**src/rtl/uart_multi_ctrl.sv**
```systemverilog
// UART-controlled multi-channel pattern generator: 8N1 byte receiver, 8-byte
// command frame parser and CH_NUM independent bit-pattern sequencers.
`timescale 1ns/1ps

module uart_multi_ctrl #(
    parameter int CLK_FREQ = 50_000_000,
    parameter int BAUD     = 115200,
    parameter int CH_NUM   = 4
) (
    input  logic              clk,
    input  logic              reset,
    input  logic              uart_rx,
    output logic [CH_NUM-1:0] signal,
    output logic              cmd_valid,
    output logic              cmd_err
);

    localparam int BIT_DIV = CLK_FREQ / BAUD;
    localparam int CNT_W   = $clog2(BIT_DIV + 1);

    localparam logic [CNT_W-1:0] DIV_LAST  = CNT_W'(BIT_DIV - 1);
    localparam logic [CNT_W-1:0] HALF_LAST = CNT_W'(BIT_DIV / 2 - 1);
    localparam logic [CNT_W-1:0] CNT_ZERO  = CNT_W'(0);
    localparam logic [CNT_W-1:0] CNT_ONE   = CNT_W'(1);
    localparam logic [7:0]       CH_LIMIT  = 8'(CH_NUM);

    typedef enum logic [1:0] {
        RX_IDLE  = 2'd0,
        RX_START = 2'd1,
        RX_DATA  = 2'd2,
        RX_STOP  = 2'd3
    } rx_state_t;

    typedef enum logic [2:0] {
        P_HDR0 = 3'd0,
        P_HDR1 = 3'd1,
        P_CH   = 3'd2,
        P_CTRL = 3'd3,
        P_T3   = 3'd4,
        P_T2   = 3'd5,
        P_T1   = 3'd6,
        P_T0   = 3'd7
    } p_state_t;

    logic             sync1_r;
    logic             sync2_r;
    logic             rx_prev_r;
    logic             fall_s;

    rx_state_t        rx_state_r;
    rx_state_t        rx_state_s;
    logic [CNT_W-1:0] baud_cnt_r;
    logic [CNT_W-1:0] baud_cnt_s;
    logic [2:0]       bit_idx_r;
    logic [2:0]       bit_idx_s;
    logic [7:0]       shift_r;
    logic [7:0]       shift_s;
    logic             byte_stb_s;
    logic             byte_stb_r;
    logic             stop_err_s;
    logic             stop_err_r;

    p_state_t         p_state_r;
    p_state_t         p_state_s;
    logic [7:0]       frm_ch_r;
    logic [7:0]       frm_ch_s;
    logic [7:0]       frm_ctrl_r;
    logic [7:0]       frm_ctrl_s;
    logic [31:0]      frm_time_r;
    logic [31:0]      frm_time_s;
    logic             load_s;
    logic             err_s;

    // Two-flop synchronizer plus delayed copy for start-edge detection; idles high.
    always_ff @(posedge clk or posedge reset) begin
        if (reset) begin
            sync1_r   <= 1'b1;
            sync2_r   <= 1'b1;
            rx_prev_r <= 1'b1;
        end else begin
            sync1_r   <= uart_rx;
            sync2_r   <= sync1_r;
            rx_prev_r <= sync2_r;
        end
    end

    assign fall_s = rx_prev_r & ~sync2_r;

    // Receiver next-state: start bit checked at mid-bit, data and stop one bit apart.
    always_comb begin
        rx_state_s = rx_state_r;
        baud_cnt_s = baud_cnt_r;
        bit_idx_s  = bit_idx_r;
        shift_s    = shift_r;
        byte_stb_s = 1'b0;
        stop_err_s = 1'b0;
        case (rx_state_r)
            RX_IDLE: begin
                baud_cnt_s = CNT_ZERO;
                if (fall_s) begin
                    rx_state_s = RX_START;
                end else begin
                    rx_state_s = RX_IDLE;
                end
            end
            RX_START: begin
                if (baud_cnt_r == HALF_LAST) begin
                    baud_cnt_s = CNT_ZERO;
                    bit_idx_s  = 3'd0;
                    rx_state_s = sync2_r ? RX_IDLE : RX_DATA;
                end else begin
                    baud_cnt_s = baud_cnt_r + CNT_ONE;
                end
            end
            RX_DATA: begin
                if (baud_cnt_r == DIV_LAST) begin
                    baud_cnt_s = CNT_ZERO;
                    shift_s    = {sync2_r, shift_r[7:1]};
                    bit_idx_s  = bit_idx_r + 3'd1;
                    if (bit_idx_r == 3'd7) begin
                        rx_state_s = RX_STOP;
                    end else begin
                        rx_state_s = RX_DATA;
                    end
                end else begin
                    baud_cnt_s = baud_cnt_r + CNT_ONE;
                end
            end
            RX_STOP: begin
                if (baud_cnt_r == DIV_LAST) begin
                    baud_cnt_s = CNT_ZERO;
                    rx_state_s = RX_IDLE;
                    if (sync2_r) begin
                        byte_stb_s = 1'b1;
                    end else begin
                        stop_err_s = 1'b1;
                    end
                end else begin
                    baud_cnt_s = baud_cnt_r + CNT_ONE;
                end
            end
            default: begin
                rx_state_s = RX_IDLE;
                baud_cnt_s = CNT_ZERO;
            end
        endcase
    end

    // Receiver state register; byte and stop-error strobes are registered.
    always_ff @(posedge clk or posedge reset) begin
        if (reset) begin
            rx_state_r <= RX_IDLE;
            baud_cnt_r <= CNT_ZERO;
            bit_idx_r  <= 3'd0;
            shift_r    <= 8'h00;
            byte_stb_r <= 1'b0;
            stop_err_r <= 1'b0;
        end else begin
            rx_state_r <= rx_state_s;
            baud_cnt_r <= baud_cnt_s;
            bit_idx_r  <= bit_idx_s;
            shift_r    <= shift_s;
            byte_stb_r <= byte_stb_s;
            stop_err_r <= stop_err_s;
        end
    end

    // Frame parser next-state; shift_r stays stable while byte_stb_r is high.
    always_comb begin
        p_state_s  = p_state_r;
        frm_ch_s   = frm_ch_r;
        frm_ctrl_s = frm_ctrl_r;
        frm_time_s = frm_time_r;
        load_s     = 1'b0;
        err_s      = 1'b0;
        if (stop_err_r) begin
            p_state_s = P_HDR0;
            err_s     = 1'b1;
        end else if (byte_stb_r) begin
            case (p_state_r)
                P_HDR0: begin
                    if (shift_r == 8'h55) begin
                        p_state_s = P_HDR1;
                    end else begin
                        p_state_s = P_HDR0;
                    end
                end
                P_HDR1: begin
                    if (shift_r == 8'hA5) begin
                        p_state_s = P_CH;
                    end else if (shift_r == 8'h55) begin
                        p_state_s = P_HDR1;
                    end else begin
                        p_state_s = P_HDR0;
                    end
                end
                P_CH: begin
                    frm_ch_s  = shift_r;
                    p_state_s = P_CTRL;
                end
                P_CTRL: begin
                    frm_ctrl_s = shift_r;
                    p_state_s  = P_T3;
                end
                P_T3: begin
                    frm_time_s = {24'h000000, shift_r};
                    p_state_s  = P_T2;
                end
                P_T2: begin
                    frm_time_s = {frm_time_r[23:0], shift_r};
                    p_state_s  = P_T1;
                end
                P_T1: begin
                    frm_time_s = {frm_time_r[23:0], shift_r};
                    p_state_s  = P_T0;
                end
                P_T0: begin
                    frm_time_s = {frm_time_r[23:0], shift_r};
                    p_state_s  = P_HDR0;
                    if (frm_ch_r < CH_LIMIT) begin
                        load_s = 1'b1;
                    end else begin
                        err_s = 1'b1;
                    end
                end
                default: begin
                    p_state_s = P_HDR0;
                end
            endcase
        end else begin
            p_state_s = p_state_r;
        end
    end

    // Parser state, frame fields and registered command status pulses.
    always_ff @(posedge clk or posedge reset) begin
        if (reset) begin
            p_state_r  <= P_HDR0;
            frm_ch_r   <= 8'h00;
            frm_ctrl_r <= 8'h00;
            frm_time_r <= 32'h00000000;
            cmd_valid  <= 1'b0;
            cmd_err    <= 1'b0;
        end else begin
            p_state_r  <= p_state_s;
            frm_ch_r   <= frm_ch_s;
            frm_ctrl_r <= frm_ctrl_s;
            frm_time_r <= frm_time_s;
            cmd_valid  <= load_s;
            cmd_err    <= err_s;
        end
    end

    for (genvar g = 0; g < CH_NUM; g++) begin : g_ch
        logic [7:0]  ch_ctrl_r;
        logic [31:0] ch_time_r;
        logic [31:0] ch_cnt_r;
        logic [2:0]  ch_idx_r;
        logic        ch_sig_r;
        logic        hit_s;

        assign hit_s     = load_s && (frm_ch_r == 8'(g));
        assign signal[g] = ch_sig_r;

        // Pattern sequencer: output follows ctrl[idx] one cycle late, each bit held time cycles.
        always_ff @(posedge clk or posedge reset) begin
            if (reset) begin
                ch_ctrl_r <= 8'h00;
                ch_time_r <= 32'h00000000;
                ch_cnt_r  <= 32'h00000000;
                ch_idx_r  <= 3'd0;
                ch_sig_r  <= 1'b0;
            end else begin
                ch_sig_r <= (ch_time_r != 32'h00000000) ? ch_ctrl_r[ch_idx_r] : 1'b0;
                if (hit_s) begin
                    ch_ctrl_r <= frm_ctrl_r;
                    ch_time_r <= frm_time_s;
                    ch_cnt_r  <= 32'h00000000;
                    ch_idx_r  <= 3'd0;
                end else if (ch_time_r != 32'h00000000) begin
                    if (ch_cnt_r == ch_time_r - 32'h00000001) begin
                        ch_cnt_r <= 32'h00000000;
                        ch_idx_r <= ch_idx_r + 3'd1;
                    end else begin
                        ch_cnt_r <= ch_cnt_r + 32'h00000001;
                    end
                end else begin
                    ch_cnt_r <= 32'h00000000;
                    ch_idx_r <= 3'd0;
                end
            end
        end
    end

endmodule
```
**config.mk**
```make
export PLATFORM = sky130hd
export DESIGN_NAME = uart_multi_ctrl
export DESIGN_NICKNAME = d
export VERILOG_FILES = /design/src/rtl/uart_multi_ctrl.sv
export SDC_FILE = /design/constraint.sdc
export NUM_CORES = 1
export LEC_CHECK = 0
export ABC_CLOCK_PERIOD_IN_PS = 11500
export BUFFER_PORTS_ARGS = -buffer_cell sky130_fd_sc_hd__buf_2
export CORE_MARGIN = 2
export CORE_UTILIZATION = 37
export CTS_CLUSTER_DIAMETER = 30
export DETAILED_ROUTE_END_ITERATION = 10
export PLACE_DENSITY = 0.56
export SYNTH_ARGS = -nofsm -noshare
export SYNTH_HDL_FRONTEND = slang
export SYNTH_SLANG_ARGS = --single-unit
```
**constraint.sdc**
```tcl
create_clock -name clk -period 11.5 [get_ports clk]
set_input_delay 1.15 -clock clk [delete_from_list [all_inputs] [get_ports clk]]
set_output_delay 1.15 -clock clk [all_outputs]
set_load 0.05 [all_outputs]
```
==> results.yml, run 1 <==
status:
  status: "complete, no violations"
cts:
  cts.htree.levels: 3
  cts_setup_buffers: 0
  clk_pin_slew_worst_paths_ns: 0.04
  cts.sinks: 384
  cts_buffers: 89
  cts_tree: "yes"
  max-clock-path-buffers: 3
  root_buffer: "clkbuf_16"
  clk_latency_ns: 0.64
  ctsHoldBuffers: 0
  cts_resized: 0
yosys:
  ys_ff_latch: 384
  post_synth_num_cell_types: 90
  synth_top_cell_area_share_pct: 45.66
  synthesis.area_sq_mm: 0.02088
  synth_edf_count: 0
  postSynthCellCount: 2181
  synth-async-reset-ratio_pct: 100.0
  syn-num-nets: 2202
  ys_warn_count: 0
  ys_seq_area_share_pct: 46.04
  ys.flop_type: "dfrtp_1"
  ys_top_cells_by_area: "dfrtp_1 46%, xnor2_1 7.5%, xor2_1 5.1%"
  synth_area_per_cell_sq_um: 9.574
  yosysTopAreaCell: "dfrtp_1"
setup_path:
  slowest_delay_ns: 0.82
  cp_top_family: "simple AND/OR/NAND/NOR gates"
  critical_path.max_fanout: 32
  cp.arrival_ns: 4.42
  worstPathRequired_ns: 11.99
  path_cells: "inv_1 > ha_1 > nor4b_1 > nand2_1 > nor4_1 > a31oi_1 > nor4_2 > nand3_1 > nand2b_1 > buf_4 > nor2_1"
  critPathLaunchType: "flip-flop"
  end_kind: "flip-flop"
  criticalPathCategory: "reg2reg"
  path_buf_inv: 2
  slowest_stage: "nor4b_1"
timing:
  slew_viol_final: 0
  setup_viol: 0
  final.period_utilization_pct: 34.20
  fin_skew_ns: 0.05170
  worst_pin_slew_ns: 1.378
  clock.fmax_mhz: 254.3
  hold_viol: 0
  relSlewSlack_pct: 8.160
  final.setup.tns_ns: 0
  period_minus_slack_ns: 3.933
  rsz0062_at_grt: "no"
power_and_ir_drop:
  leakage_nw: 11.00
  irDropWorstVdd_v: 0.0001431
  p_per_area_mw_per_mm2: 165.6
placement:
  gp_congestion: 0.8789
  hpwl_mm: 38.07
  place.port_buffers: 8
global_route:
  grt_pass1_wl_mm: 90.27
  grt_max_degree: 191
  grt_pass1_vias: 16130
  grt_antenna_before_repair: 1
  grt.total_usage_pct: 19.29
  grt_overflow: 0
detailed_routing:
  drt_pass1_iterations: 6
  drt_first_iter_violations: 1232
  drc: 0
  wl_per_cell_um: 18.33
  vias: 16040
  via_per_inst: 5.276
  wirelength_mm: 55.74
  ant_nets: 0
floorplanning:
  fp.coreArea_sq_mm: 0.05606
  rows: 87
  dieHeight_um: 241.6
  die_width_um: 241.6
  die-area_sq_mm: 0.05835
  start_util_pct: 37.25
  io_pins: 9
min_path:
  hold_class: "reg2reg"
cells_and_area:
  layout.nets: 2230
  area_delta_synth_final_pct: 18.97
  drive_above_1_share_pct: 14.06
  nFillCells: 5267
  fin_util_pct: 44.31
run:
  cap_viol_max_count: 0
[worst reg2reg max path: cells and delay by family, from the launching register on]
family	cells	cell delay [ns]
buffers and inverters	2	0.40
DFF	1	0.40
AOI/OAI and AO/OA	1	0.19
adders and majority gates	1	0.19
and+or+nand+nor	7	2.62
[flip-flops by register name, indices dropped and copies added (netlist names), 4 cells and up, named ones only]
name            flops
g_ch.ch_time_r    128
g_ch.ch_idx_r      12
baud_cnt_r          9
g_ch.ch_cnt_r     128
g_ch.ch_ctrl_r     32
shift_r             8
frm_ch_r            8
frm_ctrl_r          8
g_ch.ch_sig_r       4
frm_time_r         32
[layout make-up]
type	instances	area (sq um)	area share, %
multi-input combinational	1626	10540	42.45
sequential	384	9613	38.70
clock buffer	107	2395	9.640
tap	756	945.9	3.808
clock inverter	58	842.1	3.390
inverter	82	311.5	1.254
timing repair buffer	26	187.7	0.7555
antenna	1	2.502	0.01007
[path summary, 6_finish.rpt]
check                                     startpoint               endpoint  slack [ns]  cells past startpoint
worst max-delay path            g_ch[2].ch_time_r[0]   g_ch[2].ch_cnt_r[17]        7.57                     11
worst min-delay path                         sync1_r                sync2_r        0.35                      0
worst max register to register  g_ch[2].ch_time_r[0]   g_ch[2].ch_cnt_r[17]        7.57                     11
worst min register to register               sync1_r                sync2_r        0.35                      0
max in group asynchronous                      reset  g_ch[2].ch_time_r[20]        8.25                      5
min in group asynchronous                      reset    g_ch[3].ch_cnt_r[6]        0.78                      3
[stage by stage]
| stage | std cells | power, mW | hold WS [ns] | area [sq um] | worst slack, ns |
|---|---|---|---|---|---|
| after floorplan | 2181 | 1.448 | 0.3452 | 20880 | 5.190 |
| after global placement | 2874 | 1.464 | 0.3475 | 21600 | 7.576 |
| after detailed placement | 2874 | 1.466 | 0.3495 | 21600 | 7.503 |
| after CTS | 3039 | 4.161 | 0.3555 | 24840 | 7.670 |
| after global routing | 3039 | 4.251 | 0.3559 | 24840 | 7.286 |
| final | 3040 | 4.115 | 0.3542 | 24840 | 7.567 |
[synthesized netlist by cell type (all sizes together), types with 9 or more instances]
cell type / instances
o21ai: 113
and3: 32
and2: 9
nor3: 54
o211ai: 9
dfrtp: 381
and4: 13
nor2b: 13
nand2b: 13
clkbuf: 67
xor2: 122
nor3b: 12
a22oi: 27
xnor2: 179
mux2: 48
a31oi: 13
nor2: 297
or3: 22
or4: 22
or2: 13
o31ai: 10
nand4: 42
mux2i: 22
a21oi: 52
nor4: 56
ha: 18
nand2: 212
inv: 82
nand3: 82
buf: 22
[routing by layer]
layer	GRT usage, %	routed length, um	vias to the layer above
met5	0	0	-
met4	6.960	1353	0
met3	3.396	2703	93
met2	30.42	25470	361
met1	26.61	26210	7874
li1	-	-	7711
[cells by family after synthesis]
family	share of synthesized area, %
compound gates	9.696
buf+inv	3.542
xor+xnor	12.63
fa+ha+maj	1.079
mux	4.506
flops	46.04
simple gates	22.51
[layout by cell type (no fill, tap or decap), types with 52 or more instances in the layout]
cell       synthesis  layout
inv_1             82      81
clkbuf_16          0      89
o21ai_0          112     112
xnor2_1          179     179
a21oi_1           52      52
xor2_1           122     122
nand3_1           82      81
dfrtp_1          381     381
nor2_1           267     267
nand2_1          212     212
[power by group]
part           leakage [nW]  total (mW)  internal (mW)  switching (mW)
combinational          4.09      0.0569         0.0168          0.0400
clock                  1.57        2.67           1.81           0.859
sequential             5.34        1.39           1.37          0.0176
total                  11.0        4.11           3.20           0.917
No activity file was read; power rests on OpenSTA's default activity.
==> inputs of run 2 (changes only) <==
--- a/config.mk
+++ b/config.mk
@@ -5,13 +5,14 @@
 export SDC_FILE = /design/constraint.sdc
 export NUM_CORES = 1
 export LEC_CHECK = 0
-export ABC_CLOCK_PERIOD_IN_PS = 11500
+export ABC_AREA = 1
+export ABC_CLOCK_PERIOD_IN_PS = 3900
 export BUFFER_PORTS_ARGS = -buffer_cell sky130_fd_sc_hd__buf_2
 export CORE_MARGIN = 2
 export CORE_UTILIZATION = 37
 export CTS_CLUSTER_DIAMETER = 30
 export DETAILED_ROUTE_END_ITERATION = 10
-export PLACE_DENSITY = 0.56
+export PLACE_DENSITY = 0.54
 export SYNTH_ARGS = -nofsm -noshare
 export SYNTH_HDL_FRONTEND = slang
 export SYNTH_SLANG_ARGS = --single-unit
==> constraint.sdc (replaced) <==
create_clock -name clk -period 3.9 [get_ports clk]
set_input_delay 0.39 -clock clk [delete_from_list [all_inputs] [get_ports clk]]
set_output_delay 0.39 -clock clk [all_outputs]
set_load 0.05 [all_outputs]
==> results.yml, run 2 <==
floorplanning:
  fp.coreArea_sq_mm: 0.06412
  start_util_pct: 37.24
  io_pins: 9
  die_width_um: 258.0
  die-area_sq_mm: 0.06658
  rows: 93
  dieHeight_um: 258.0
power_and_ir_drop:
  p_per_area_mw_per_mm2: 453.1
  leakage_nw: 13.59
  irDropWorstVdd_v: 0.0003966
status:
  status: "complete, no violations"
yosys:
  synthAdderAreaFrac_pct: 0.9432
  synth-async-reset-ratio_pct: 100.0
  ys.flop_type: "dfrtp_1"
  synth_xor_area_share_pct: 9.631
  ys_top_cells_by_area: "dfrtp_1 40%, nand2_1 14%, nor2_1 8.4%"
  synth_common_cells: "877 x nand2_1, 535 x nor2_1, 381 x dfrtp_1, 374 x inv_1, 225 x o21ai_0"
  synthMuxAreaShare_pct: 0
  ys_warn_count: 0
  ys_seq_area_share_pct: 40.26
  yosysTopAreaCell: "dfrtp_1"
  synth_top_cell_area_share_pct: 39.93
  syn-num-nets: 3339
  synthesis.area_sq_mm: 0.02388
  synth_top_family_by_area: "simple AND/OR/NAND/NOR gates"
  synth_compound_gate_area_share_pct: 7.436
  synth.most_common_cell: "nand2_1"
  post_synth_num_cell_types: 58
  postSynthCellCount: 3318
  synth_area_per_cell_sq_um: 7.196
  yosys.area_share.simple_pct: 34.30
  ys_ff_latch: 384
  synth_edf_count: 0
detailed_routing:
  wl_per_cell_um: 16.15
  drt_pass1_iterations: 5
  drt_first_iter_violations: 1651
  ant_nets: 0
  vias: 21010
  wirelength_mm: 69.61
  via_per_inst: 4.875
  drc: 0
global_route:
  grt_pass1_vias: 20280
  grt.total_usage_pct: 21.36
  grt_overflow: 0
  use_met2_pct: 33.33
  grt_pass1_wl_mm: 112.4
  top_usage_layer: "met2"
  grt_max_degree: 134
  grt_use_met1_pct: 30.19
  grt_antenna_before_repair: 3
  use_met3_pct: 3.700
min_path:
  hold_class: "reg2reg"
  hold_depth: 0
  holdCritStartpoint: "sync1_r"
  hold_end: "sync2_r"
setup_path:
  setup.worst_path.start: "frm_ch_r[3]"
  path_cells: "nor2_1 > inv_1 > nor2_1 > inv_1 > nor3_2 > nand3_2 > buf_4 > nand2_1 > o21ai_0"
  worstPathRequired_ns: 4.41
  criticalPathCategory: "reg2reg"
  slowest_delay_ns: 0.65
  r2r_end: "g_ch[2].ch_time_r[18]"
  critical_path.max_fanout: 43
  end_kind: "flip-flop"
  critPathLaunchType: "flip-flop"
  r2r_setup_slack_ns: 1.04
  cp.arrival_ns: 3.36
  rr_worst_depth: 9
  slowest_stage: "nand3_2"
  crit-reg2reg-launch: "frm_ch_r[3]"
cells_and_area:
  final_area_sq_mm: 0.02845
  layout_commonest_cell: "nand2_1"
  area_delta_synth_final_pct: 19.14
  fin_util_pct: 44.37
  drive_above_1_share_pct: 9.525
  diodes: 0
  final_cell_mix: "877 x nand2_1, 535 x nor2_1, 381 x dfrtp_1"
  top_regs: "g_ch.ch_cnt_r x128, g_ch.ch_time_r x128"
  layout.nets: 3396
timing:
  period_minus_slack_ns: 2.856
  fin_skew_ns: 0.02958
  setup_viol: 0
  clock.fmax_mhz: 350.2
  rsz0062_at_grt: "no"
  worst_pin_slew_ns: 0.8809
  slew_viol_final: 0
  hold_viol: 0
  final.period_utilization_pct: 73.23
  relSlewSlack_pct: 41.00
cts:
  max-clock-path-buffers: 3
  ctsHoldBuffers: 2
  cts_tree: "yes"
  clk_latency_ns: 0.65
  clk_pin_slew_worst_paths_ns: 0.05
  root_buffer: "clkbuf_16"
  cts_setup_buffers: 0
  cts.htree.levels: 3
  cts_buffers: 94
  cts_resized: 0
  cts.sinks: 384
run:
  cap_viol_max_count: 0
placement:
  place.port_buffers: 8
  place_area_sq_mm: 0.02487
  hpwl_mm: 52.51
  gp_congestion: 0.9651
==> run 2: cells by family after synthesis <==
kind of cell	after synthesis
AND/OR/NAND/NOR	1887
buffers and inverters	451
flip-flops	384
AO/OA/AOI/OAI	322
XOR/XNOR	256
adder cells (fa/ha/maj)	18
==> run 2: routing by layer <==
metal	wire, um	up-vias	part of all wire, %
met1	33150	9718	48
met2	30870	514	44
li1	-	10670	-
met4	1540	0	2.2
met5	0	-	0
met3	4044	105	5.8
==> run 2: final cells by class <==
type                    count  area (sq um)
fillers                  6514         35670
flip-flops and latches    384          9613
repair buffers             26         242.7
inverters                 386          1453
clock inverters            64          1064
multi-input cells        2483         12510
well taps                 855          1070
clock buffers             111          2496
==> run 2: worst max-delay path by stage <==
| stage | slack [ns] | to | cells past startpoint |
|---|---|---|---|
| floorplan | -1.65 | async pin | 1 |
| global placement | 1.10 | g_ch[3].ch_cnt_r[10] | 15 |
| detailed placement | 1.09 | g_ch[2].ch_time_r[13] | 9 |
| CTS | 1.05 | g_ch[2].ch_time_r[5] | 9 |
| global route | 0.70 | g_ch[2].ch_time_r[7] | 9 |
| finish | 1.04 | g_ch[2].ch_time_r[18] | 9 |
==> run 2: power breakdown <==
group	leakage [nW]	total, mW	switching, mW	internal [mW]
Sequential	5.35	4.06	0.0311	4.03
Clock	1.68	8.65	2.66	6.00
Combinational	6.56	0.177	0.129	0.0480
Total	13.6	12.9	2.82	10.1
==> run 2: through the flow <==
| step | std cells | total power, mW | setup TNS (ns) | hold slack [ns] | setup WS [ns] |
|---|---|---|---|---|---|
| floorplan | 3318 | 4.247 | -629.17 | 0.3452 | -1.650 |
| global placement | 4132 | 4.304 | 0 | 0.3476 | 1.100 |
| detailed placement | 4132 | 4.304 | 0 | 0.3470 | 1.091 |
| CTS | 4309 | 13.04 | 0 | 0.3466 | 1.051 |
| global route | 4309 | 13.31 | 0 | 0.3523 | 0.6954 |
| finish | 4309 | 12.89 | 0 | 0.3477 | 1.044 |
==> run 2: critical path, delay by kind of cell (launching register included) <==
kind / cells / cell delay (ns)
buf+inv: 3 / 0.66
compound gates: 1 / 0.07
simple gates: 5 / 1.59
flops: 1 / 0.38
